$ cat src/rtl/track_mem_arbiter_pkg.sv
// ---------------------------------------------------------------------------
// track_arb_pkg
// Shared types and constants for the track tile-map BRAM arbiter.
//   src_t        : 2-bit source ID carried alongside each BRAM read
//   TRACK_ADDR_W : tile-map address width (128x128 tiles)
//   TILE_W       : tile code width
// ---------------------------------------------------------------------------
package track_arb_pkg;

   localparam int TRACK_ADDR_W = 14;
   localparam int TILE_W       = 4;

   typedef enum logic [1:0] {
      SRC_NONE,
      SRC_VID,
      SRC_PLAYER,
      SRC_OPP
   } src_t;

endpackage

$ cat src/rtl/track_mem_arbiter_if.sv
// ---------------------------------------------------------------------------
// track_mem_arbiter_if
// Bundles the three requester channels and the BRAM port of the arbiter.
//   vid_*  : video pixel fetch, fixed priority, always accepted
//   p_*    : player kart surface lookup, req/ready handshake
//   o_*    : opponent kart surface lookup, req/ready handshake
//   mem_*  : registered BRAM address out, BRAM read data in
// Modports: slave = arbiter side, master = requesters + BRAM side.
// ---------------------------------------------------------------------------
interface track_mem_arbiter_if
   import track_arb_pkg::*;
#(
   parameter int ADDR_W = TRACK_ADDR_W,
   parameter int DATA_W = TILE_W
);

   logic              vid_req_in;
   logic [ADDR_W-1:0] vid_addr_in;
   logic              vid_valid_out;
   logic [DATA_W-1:0] vid_data_out;

   logic              p_req_in;
   logic [ADDR_W-1:0] p_addr_in;
   logic              p_ready_out;
   logic              p_valid_out;
   logic [DATA_W-1:0] p_data_out;

   logic              o_req_in;
   logic [ADDR_W-1:0] o_addr_in;
   logic              o_ready_out;
   logic              o_valid_out;
   logic [DATA_W-1:0] o_data_out;

   logic [ADDR_W-1:0] mem_addr_out;
   logic [DATA_W-1:0] mem_data_in;

   modport slave (
      input  vid_req_in, vid_addr_in, p_req_in, p_addr_in,
             o_req_in, o_addr_in, mem_data_in,
      output vid_valid_out, vid_data_out,
             p_ready_out, p_valid_out, p_data_out,
             o_ready_out, o_valid_out, o_data_out,
             mem_addr_out
   );

   modport master (
      output vid_req_in, vid_addr_in, p_req_in, p_addr_in,
             o_req_in, o_addr_in, mem_data_in,
      input  vid_valid_out, vid_data_out,
             p_ready_out, p_valid_out, p_data_out,
             o_ready_out, o_valid_out, o_data_out,
             mem_addr_out
   );

endinterface

$ cat src/rtl/track_mem_arbiter_tag_pipe.sv
// ---------------------------------------------------------------------------
// arb_tag_pipe
// Shift register of source tags that travels alongside the BRAM read so the
// returning data can be steered to whoever issued it.
//   clk, rst : clock, asynchronous active-high reset
//   tag      : source of the read issued this cycle (SRC_NONE if none)
//   vid_hit, p_hit, o_hit : decode of the tag in the last stage
// ---------------------------------------------------------------------------
module arb_tag_pipe
   import track_arb_pkg::*;
#(
   parameter int DEPTH = 3
)(
   input  logic clk,
   input  logic rst,
   input  src_t tag,
   output logic vid_hit,
   output logic p_hit,
   output logic o_hit
);

   src_t stage [DEPTH];

   // Reset empties the pipe so reads in flight at reset never produce a valid.
   always_ff @(posedge clk or posedge rst) begin
      if (rst) begin
         for (int i = 0; i < DEPTH; i++) begin
            stage[i] <= SRC_NONE;
         end
      end else begin
         stage[0] <= tag;
         for (int i = 1; i < DEPTH; i++) begin
            stage[i] <= stage[i-1];
         end
      end
   end

   assign vid_hit = (stage[DEPTH-1] == SRC_VID);
   assign p_hit   = (stage[DEPTH-1] == SRC_PLAYER);
   assign o_hit   = (stage[DEPTH-1] == SRC_OPP);

endmodule

$ cat src/rtl/track_mem_arbiter.sv
// ---------------------------------------------------------------------------
// track_mem_arbiter
// Shares one read-only track tile-map BRAM between video fetch (fixed
// priority, never stalled) and two kart physics lookups served round-robin
// in cycles video leaves free. Responses return with latency 1+READ_LAT+1.
//   clk_in, rst_in : clock, asynchronous active-high reset
//   bus            : track_mem_arbiter_if.slave (requesters + BRAM port)
// Optional build macro TRACK_ARB_STATS_EN adds:
//   p_max_wait_out, o_max_wait_out : peak wait per physics requester
//   starve_flag_out                : sticky, a wait counter hit STARVE_MAX
// ---------------------------------------------------------------------------
module track_mem_arbiter
   import track_arb_pkg::*;
#(
   parameter int ADDR_W     = TRACK_ADDR_W,
   parameter int DATA_W     = TILE_W,
   parameter int READ_LAT   = 2,
   parameter int STARVE_MAX = 1023
)(
   input  logic clk_in,
   input  logic rst_in,
   track_mem_arbiter_if.slave bus
`ifdef TRACK_ARB_STATS_EN
   ,
   output logic [$clog2(STARVE_MAX+1)-1:0] p_max_wait_out,
   output logic [$clog2(STARVE_MAX+1)-1:0] o_max_wait_out,
   output logic                            starve_flag_out
`endif
);

   if (READ_LAT < 1 || READ_LAT > 4 || STARVE_MAX < 1) begin : g_param_check
      $error("track_mem_arbiter: READ_LAT must be 1..4 and STARVE_MAX >= 1");
   end

   logic              vid_gnt, p_gnt, o_gnt;
   src_t              issue_tag;
   src_t              rr_ptr, rr_next;
   logic [ADDR_W-1:0] issue_addr;
   logic [DATA_W-1:0] rd_data;
   logic              vid_hit, p_hit, o_hit;

   // Grant: video first, then a lone physics requester, then the round-robin
   // pointer. Depends only on req inputs and the pointer; nothing is granted
   // while reset is asserted so ready reads 0 during reset.
   always_comb begin
      vid_gnt = 1'b0;
      p_gnt   = 1'b0;
      o_gnt   = 1'b0;
      if (!rst_in) begin
         if (bus.vid_req_in) begin
            vid_gnt = 1'b1;
         end else if (bus.p_req_in && bus.o_req_in) begin
            if (rr_ptr == SRC_OPP) o_gnt = 1'b1;
            else                   p_gnt = 1'b1;
         end else begin
            p_gnt = bus.p_req_in;
            o_gnt = bus.o_req_in;
         end
      end
   end

   assign bus.p_ready_out = p_gnt;
   assign bus.o_ready_out = o_gnt;

   // Select the address and source tag of whichever requester won.
   always_comb begin
      issue_tag  = SRC_NONE;
      issue_addr = '0;
      if (vid_gnt) begin
         issue_tag  = SRC_VID;
         issue_addr = bus.vid_addr_in;
      end else if (p_gnt) begin
         issue_tag  = SRC_PLAYER;
         issue_addr = bus.p_addr_in;
      end else if (o_gnt) begin
         issue_tag  = SRC_OPP;
         issue_addr = bus.o_addr_in;
      end
   end

   // The pointer names who gets the next tie; it only moves on a physics grant.
   always_comb begin
      rr_next = rr_ptr;
      if (p_gnt) rr_next = SRC_OPP;
      if (o_gnt) rr_next = SRC_PLAYER;
   end

   always_ff @(posedge clk_in or posedge rst_in) begin
      if (rst_in) rr_ptr <= SRC_PLAYER;
      else        rr_ptr <= rr_next;
   end

   // BRAM address register holds its value when nothing is issued.
   always_ff @(posedge clk_in or posedge rst_in) begin
      if (rst_in) begin
         bus.mem_addr_out <= '0;
      end else if (issue_tag != SRC_NONE) begin
         bus.mem_addr_out <= issue_addr;
      end
   end

   // One stage for the address register plus READ_LAT stages for the BRAM.
   arb_tag_pipe #(
      .DEPTH (1 + READ_LAT)
   ) u_tag_pipe (
      .clk     (clk_in),
      .rst     (rst_in),
      .tag     (issue_tag),
      .vid_hit (vid_hit),
      .p_hit   (p_hit),
      .o_hit   (o_hit)
   );

   assign rd_data = bus.mem_data_in;

   // Steer returning data; data outputs hold their last value between valids.
   always_ff @(posedge clk_in or posedge rst_in) begin
      if (rst_in) begin
         bus.vid_valid_out <= 1'b0;
         bus.p_valid_out   <= 1'b0;
         bus.o_valid_out   <= 1'b0;
         bus.vid_data_out  <= '0;
         bus.p_data_out    <= '0;
         bus.o_data_out    <= '0;
      end else begin
         bus.vid_valid_out <= vid_hit;
         bus.p_valid_out   <= p_hit;
         bus.o_valid_out   <= o_hit;
         if (vid_hit) bus.vid_data_out <= rd_data;
         if (p_hit)   bus.p_data_out   <= rd_data;
         if (o_hit)   bus.o_data_out   <= rd_data;
      end
   end

`ifdef TRACK_ARB_STATS_EN
   localparam int              WAIT_W   = $clog2(STARVE_MAX + 1);
   localparam logic [WAIT_W-1:0] WAIT_LIM = WAIT_W'(STARVE_MAX);

   logic [WAIT_W-1:0] p_wait, o_wait;

   // Wait counters count stalled cycles, saturate, and clear on acceptance;
   // the peak is captured at acceptance and the starve flag is sticky.
   always_ff @(posedge clk_in or posedge rst_in) begin
      if (rst_in) begin
         p_wait          <= '0;
         o_wait          <= '0;
         p_max_wait_out  <= '0;
         o_max_wait_out  <= '0;
         starve_flag_out <= 1'b0;
      end else begin
         if (p_gnt)                                p_wait <= '0;
         else if (bus.p_req_in && p_wait != WAIT_LIM) p_wait <= p_wait + 1'b1;
         if (o_gnt)                                o_wait <= '0;
         else if (bus.o_req_in && o_wait != WAIT_LIM) o_wait <= o_wait + 1'b1;
         if (p_gnt && p_wait > p_max_wait_out) p_max_wait_out <= p_wait;
         if (o_gnt && o_wait > o_max_wait_out) o_max_wait_out <= o_wait;
         if (p_wait == WAIT_LIM || o_wait == WAIT_LIM) starve_flag_out <= 1'b1;
      end
   end
`endif

endmodule

$ cat src/flat_wrapper.sv
// flat-port wrapper written by rule: the top's interface ports become plain ports
module track_mem_arbiter_flat import track_arb_pkg::*;
#(
   parameter int ADDR_W     = TRACK_ADDR_W,
   parameter int DATA_W     = TILE_W,
   parameter int READ_LAT   = 2,
   parameter int STARVE_MAX = 1023
)
  (clk_in, rst_in, bus_vid_req_in, bus_vid_addr_in, bus_p_req_in, bus_p_addr_in, bus_o_req_in, bus_o_addr_in, bus_mem_data_in, bus_vid_valid_out, bus_vid_data_out, bus_p_ready_out, bus_p_valid_out, bus_p_data_out, bus_o_ready_out, bus_o_valid_out, bus_o_data_out, bus_mem_addr_out);
  track_mem_arbiter_if #(.ADDR_W(ADDR_W), .DATA_W(DATA_W)) bus_i ();
  input  logic clk_in;
  input  logic rst_in;
  input wire logic [$bits(bus_i.vid_req_in)-1:0] bus_vid_req_in;
  input wire logic [$bits(bus_i.vid_addr_in)-1:0] bus_vid_addr_in;
  input wire logic [$bits(bus_i.p_req_in)-1:0] bus_p_req_in;
  input wire logic [$bits(bus_i.p_addr_in)-1:0] bus_p_addr_in;
  input wire logic [$bits(bus_i.o_req_in)-1:0] bus_o_req_in;
  input wire logic [$bits(bus_i.o_addr_in)-1:0] bus_o_addr_in;
  input wire logic [$bits(bus_i.mem_data_in)-1:0] bus_mem_data_in;
  output wire logic [$bits(bus_i.vid_valid_out)-1:0] bus_vid_valid_out;
  output wire logic [$bits(bus_i.vid_data_out)-1:0] bus_vid_data_out;
  output wire logic [$bits(bus_i.p_ready_out)-1:0] bus_p_ready_out;
  output wire logic [$bits(bus_i.p_valid_out)-1:0] bus_p_valid_out;
  output wire logic [$bits(bus_i.p_data_out)-1:0] bus_p_data_out;
  output wire logic [$bits(bus_i.o_ready_out)-1:0] bus_o_ready_out;
  output wire logic [$bits(bus_i.o_valid_out)-1:0] bus_o_valid_out;
  output wire logic [$bits(bus_i.o_data_out)-1:0] bus_o_data_out;
  output wire logic [$bits(bus_i.mem_addr_out)-1:0] bus_mem_addr_out;
  assign bus_i.vid_req_in = bus_vid_req_in;
  assign bus_i.vid_addr_in = bus_vid_addr_in;
  assign bus_i.p_req_in = bus_p_req_in;
  assign bus_i.p_addr_in = bus_p_addr_in;
  assign bus_i.o_req_in = bus_o_req_in;
  assign bus_i.o_addr_in = bus_o_addr_in;
  assign bus_i.mem_data_in = bus_mem_data_in;
  assign bus_vid_valid_out = bus_i.vid_valid_out;
  assign bus_vid_data_out = bus_i.vid_data_out;
  assign bus_p_ready_out = bus_i.p_ready_out;
  assign bus_p_valid_out = bus_i.p_valid_out;
  assign bus_p_data_out = bus_i.p_data_out;
  assign bus_o_ready_out = bus_i.o_ready_out;
  assign bus_o_valid_out = bus_i.o_valid_out;
  assign bus_o_data_out = bus_i.o_data_out;
  assign bus_mem_addr_out = bus_i.mem_addr_out;
  track_mem_arbiter #(.ADDR_W(ADDR_W), .DATA_W(DATA_W), .READ_LAT(READ_LAT), .STARVE_MAX(STARVE_MAX)) u_core (.clk_in(clk_in), .rst_in(rst_in), .bus(bus_i));
endmodule
$ cat config.mk
export PLATFORM = sky130hd
export DESIGN_NAME = track_mem_arbiter_flat
export DESIGN_NICKNAME = d
export VERILOG_FILES = /design/src/rtl/track_mem_arbiter_pkg.sv /design/src/rtl/track_mem_arbiter_if.sv /design/src/rtl/track_mem_arbiter_tag_pipe.sv /design/src/rtl/track_mem_arbiter.sv /design/src/flat_wrapper.sv
export SDC_FILE = /design/constraint.sdc
export NUM_CORES = 1
export LEC_CHECK = 0
export CELL_PAD_IN_SITES_DETAIL_PLACEMENT = 1
export CELL_PAD_IN_SITES_GLOBAL_PLACEMENT = 1
export CORE_AREA = 5 5 80 82
export DETAILED_ROUTE_END_ITERATION = 7
export DIE_AREA = 0 0 85 87
export HOLD_SLACK_MARGIN = 0.08
export MAX_ROUTING_LAYER = met4
export PLACE_DENSITY = 0.9
export SYNTH_ARGS = -nofsm -noshare
export SYNTH_HDL_FRONTEND = slang
export SYNTH_SLANG_ARGS = --single-unit
$ cat constraint.sdc
create_clock -name clk_in -period 3.6 [get_ports clk_in]
set_input_delay 0.54 -clock clk_in [delete_from_list [all_inputs] [get_ports clk_in]]
set_output_delay 0.54 -clock clk_in [all_outputs]
set_load 0.05 [all_outputs]
* Word level (Yosys, flattened, before mapping)
Cells that the tools add are included.
** Storage, ports and cells
- Input bits :: 51
- Bits in registers :: 37
- Output and inout port bits :: 31
** Operators by class
- Equal/unequal tests :: 4
- Reduce and logical (&&, ||, !) cells :: 3
- Muxes and demuxes :: 18
** Operators by type and width (number)
- 2-to-1 mux 14 bit :: 3
- 2-to-1 mux 1 bit :: 10
- 2-to-1 mux 2 bit :: 5
- == test 2 bit (second input constant) :: 3
- nonzero test 2 bit :: 2
- == test 2 x 1 -> 1 bit (second input constant) :: 1
- logical AND 1 bit :: 1

* Logic depth before layout (Yosys ltp)
- Word-level depth :: 9
- Depth in mapped cells :: 5
- Mapped depth without buffers :: 3

* By module
A second synthesis with hierarchy kept.
** Second synthesis, totals
- Cell total of the unflattened synthesis :: 130
- Area total of the unflattened synthesis :: 1571.5 um^2
** By module, submodules not included
- track_mem_arbiter :: instances 1, area an instance 1395.1 um^2, cells an instance 120
- arb_tag_pipe :: instances 1, area an instance 176.4 um^2, cells an instance 10

* Worst setup path after synthesis
OpenSTA, ideal clock, no wires.
- Kind :: input-to-reg
- Start point :: input port rst_in
- End point :: register u_core.bus.mem_addr_out[0] (netlist bit)
- Setup slack :: 1390 ps
- Data required time :: 3506 ps
- Data arrival time :: 2117 ps
- Setup time :: 94 ps
- Stages on the path :: 4
- Cells stage by stage :: inv_1 > o31ai_1 > buf_6 > a221oi_2
** Between the ends
- Word-level cells in the longest chain between the ends :: 5
- Elaborated cells between the ends (all ways) :: 10
- Classes of those cells :: mux (9); reduce/logical (1)
** RTL lines
- start, declared :: line flat_wrapper.sv:12 : input logic rst_in;
- 2-to-1 mux 1 bit :: line track_mem_arbiter.sv:49 : if (!rst_in) begin
- 2-to-1 mux 2 bit :: line track_mem_arbiter.sv:75 : end else if (o_gnt) begin
- 2-to-1 mux 2 bit :: line track_mem_arbiter.sv:72 : end else if (p_gnt) begin
- 2-to-1 mux 2 bit :: line track_mem_arbiter.sv:69 : if (vid_gnt) begin
- nonzero test 2 bit :: line track_mem_arbiter.sv:97 : end else if (issue_tag != SRC_NONE) begin
- end signal, assigned :: line track_mem_arbiter.sv:98 : bus.mem_addr_out <= issue_addr;
- end, declared :: line track_mem_arbiter_if.sv:43 : mem_addr_out
Parallel ways exist; a longest one is shown, timed or not.
A chain may end at the register's enable or synchronous reset.

* Final worst setup path
- Start point :: input port bus_o_req_in
- End point :: output port bus_p_ready_out
** Between the ends
- Word-level cells in the longest chain between the ends :: 4
** RTL lines
- start, declared :: line flat_wrapper.sv:17 : input wire logic [$bits(bus_i.o_req_in)-1:0] bus_o_req_in;
- logical AND 1 bit :: line track_mem_arbiter.sv:52 : end else if (bus.p_req_in && bus.o_req_in) begin
- 2-to-1 mux 1 bit :: line track_mem_arbiter.sv:52
- 2-to-1 mux 1 bit :: line track_mem_arbiter.sv:50 : if (bus.vid_req_in) begin
- 2-to-1 mux 1 bit :: line track_mem_arbiter.sv:49
- end, declared :: line flat_wrapper.sv:22 : output wire logic [$bits(bus_i.p_ready_out)-1:0] bus_p_ready_out;
No other way between the ends.

==> qor.yml <==
status: "finished, final reports clean"
wl_per_cell_um: 18.20
syn_to_final_growth_pct: 52.62
layout_setup_ws_ns: 1.279
slew-limit-headroom: 0.3799
worstPathRequired_ns: 3.06
crit_path_end_kind: "output pin"
dpl.cell_count: 300
cp_cell_sequence: "clkdlybuf4s50_1 > buf_4 > nand2_1 > and3_1 > buf_4"
pre_cts_slack_ns: 1.189
via_per_inst: 5.075
gp_congestion: 0.7317
total_power_mw: 1.340
grt_pass1_wl_um: 8797
skew_ns: 0.009053
worst_path_most_repeated_cell: "buf_4"
synth_nets: 202
grt_use_total: 0.1609
final.min_clock_period_ns: 2.321
die_h_um: 87
fin_cells: 307
synth-seq-cells: 36
clock_sinks: 36
p_int_mw: 0.8394
die-area_um2: 7395
reg2reg_from: "u_core.rr_ptr[0]"
hold_slack_ns: 0.3500
drcViolationCount: 0
tightest_slew_ns: 0.9302
drv_cap: 0
cp_max_fo: 20
critPathTopFamily: "buffers and inverters"
cts_setup_buffers: 0
max_freq_mhz: 430.8
crit_path_max_incr_delay_ns: 0.45
yosysWarnings: 0
r2r_end: "u_core.bus.mem_addr_out[8]"
slew_violations: 0
path_buf_inv: 3
switchingPower_mw: 0.5004
hpwl_um: 4160
cellLeakagePower_nw: 1.128
grt_max_degree: 37
async_flop_share: 1.000
grt_pass1_vias: 1685
setup_tns_ns: 0
p_seq_frac: 0.371
fin_crit_sh: 0.6448
clockPowerShare: 0.236
die_w_um: 85
ctsLongestPathBuffers: 2
rr_worst_depth: 4
num-nets-final: 283
placement.cell_area_um2: 2640
diodes: 0
hold_path_depth: 0
antenna_found_initial: 0
stdcell_area_um2: 2736
power_density_nw_per_um2: 489.6
grt_overflow: 0
holdCritStartpoint: "u_core.u_tag_pipe.stage[4]"
rsz0062_at_grt: "false"
cts.clk_slew.worst_paths_ns: 0.08
drtPass1Iterations: 4
hold_end: "u_core.u_tag_pipe.stage[2]"
slowest_stage: "clkdlybuf4s50_1"
r2r_slack_ns: 2.18
htree_num_levels: 2
power.share.switching: 0.3735
cts_resized: 0
cts-root-buf: "clkbuf_8"
yosys.cell_types.count: 22
hold_viol_final: 0
syn_inst: 151
synth_flop_cell: "dfrtp_1"
crit_type: "primary input to output pin"
drive_above_1_share: 0.2026
synth_area_um2: 1793
arrival_ns: 1.78
p_comb_frac: 0.393
drt_first_iter_violations: 28
fp.coreArea_um2: 5675
antenna_left: 0
ios: 82
final_util: 0.4821
yosysSeqAreaShare: 0.5024
cts_hold_buf: 0
clk_latency_ns: 0.30
startpoint_type: "primary input"
setup_violations: 0
synth_area_per_cell_um2: 11.87
vdd_drop_max_v: 0.0002261
rows: 28
start_util: 0.3159
synth_edf_count: 0
io_buffers: 81
cts_tree: "yes"
hold_path_class: "flop to flop"
vias: 1558
wl_um: 5586
numCtsBuffers: 5
-- metal layers --
layer  track usage  vias to the layer above  part of all wire
li1              -                      711                 -
met1        0.1667                      778              0.38
met2        0.2952                       59              0.54
met3       0.04257                       10             0.063
met4       0.05324                        0             0.021
met5             -                        -                 0
-- cell type report --
class                   instances  area [µm²]
repair buffers                 85       835.8
well taps                      75       93.84
fillers                       630        2939
clock buffers                   7       96.34
inverters                      18       67.56
flip-flops and latches         36       900.9
multi-input cells              86       742.0
-- registers in the layout, indices dropped and copies added, names as in the netlist --
signal / cells
u_core.u_tag_pipe.stage: 6
u_core.bus.vid_data_out: 4
u_core.bus.p_valid_out: 1
u_core.bus.mem_addr_out: 14
u_core.rr_ptr: 1
u_core.bus.o_data_out: 4
u_core.bus.o_valid_out: 1
u_core.bus.p_data_out: 4
u_core.bus.vid_valid_out: 1
-- logic make-up after synthesis --
family          share of synthesized area
buf+inv                           0.09141
flops                              0.5024
mux                               0.07537
compound gates                     0.2163
simple gates                       0.1144
-- how the worst max path moves through the flow --
stage / startpoint / endpoint / slack (ns) / depth (start not counted)
6_report: bus_o_req_in / bus_p_ready_out / 1.28 / 5
3_5_place_dp: bus_o_req_in / u_core.bus.mem_addr_out[12] / 1.19 / 4
3_3_place_gp: bus_o_req_in / u_core.bus.mem_addr_out[9] / 1.26 / 4
2_1_floorplan: rst_in / u_core.bus.mem_addr_out[0] / 1.39 / 4
5_1_grt: bus_o_req_in / bus_p_ready_out / 1.22 / 5
4_1_cts: bus_o_req_in / bus_p_ready_out / 1.28 / 5
-- placed cells by master, fill, tap and decap left out, types with 2 or more instances in the layout --
master           count
a221oi_2            10
mux2_2              12
dfrtp_1             36
nand2_1              2
clkbuf_8             7
and3_1               2
buf_4                6
a221oi_1             4
nand3_1             14
nand2b_1             4
clkdlybuf4s50_1     79
a311oi_2             9
inv_1               18
nor2_1              17
a311oi_1             5
a21oi_1              2
-- synth_stat cells (all sizes together), types with 2 or more instances --
cell / number / area (µm²)
nor2: 18 / 75.07
nand2b: 4 / 25.02
nand3: 14 / 70.07
buf: 10 / 92.58
dfrtp: 36 / 900.9
a21oi: 2 / 10.01
inv: 18 / 67.56
a311oi: 14 / 178.9
mux2: 12 / 135.1
a221oi: 14 / 185.2
nand2: 2 / 7.510
and3: 2 / 12.51
-- power groups by stage --
| stage | Clock, mW | Sequential (mW) | Combinational [mW] |
|---|---|---|---|
| finish | 0.316 | 0.497 | 0.527 |
| global placement | 0 | 0.500 | 0.520 |
| CTS | 0.325 | 0.497 | 0.533 |
| global route | 0.339 | 0.504 | 0.552 |
| detailed placement | 0 | 0.504 | 0.532 |
| floorplan | 0 | 0.689 | 0.143 |
Note: power is estimated with default switching activity, not from simulation.
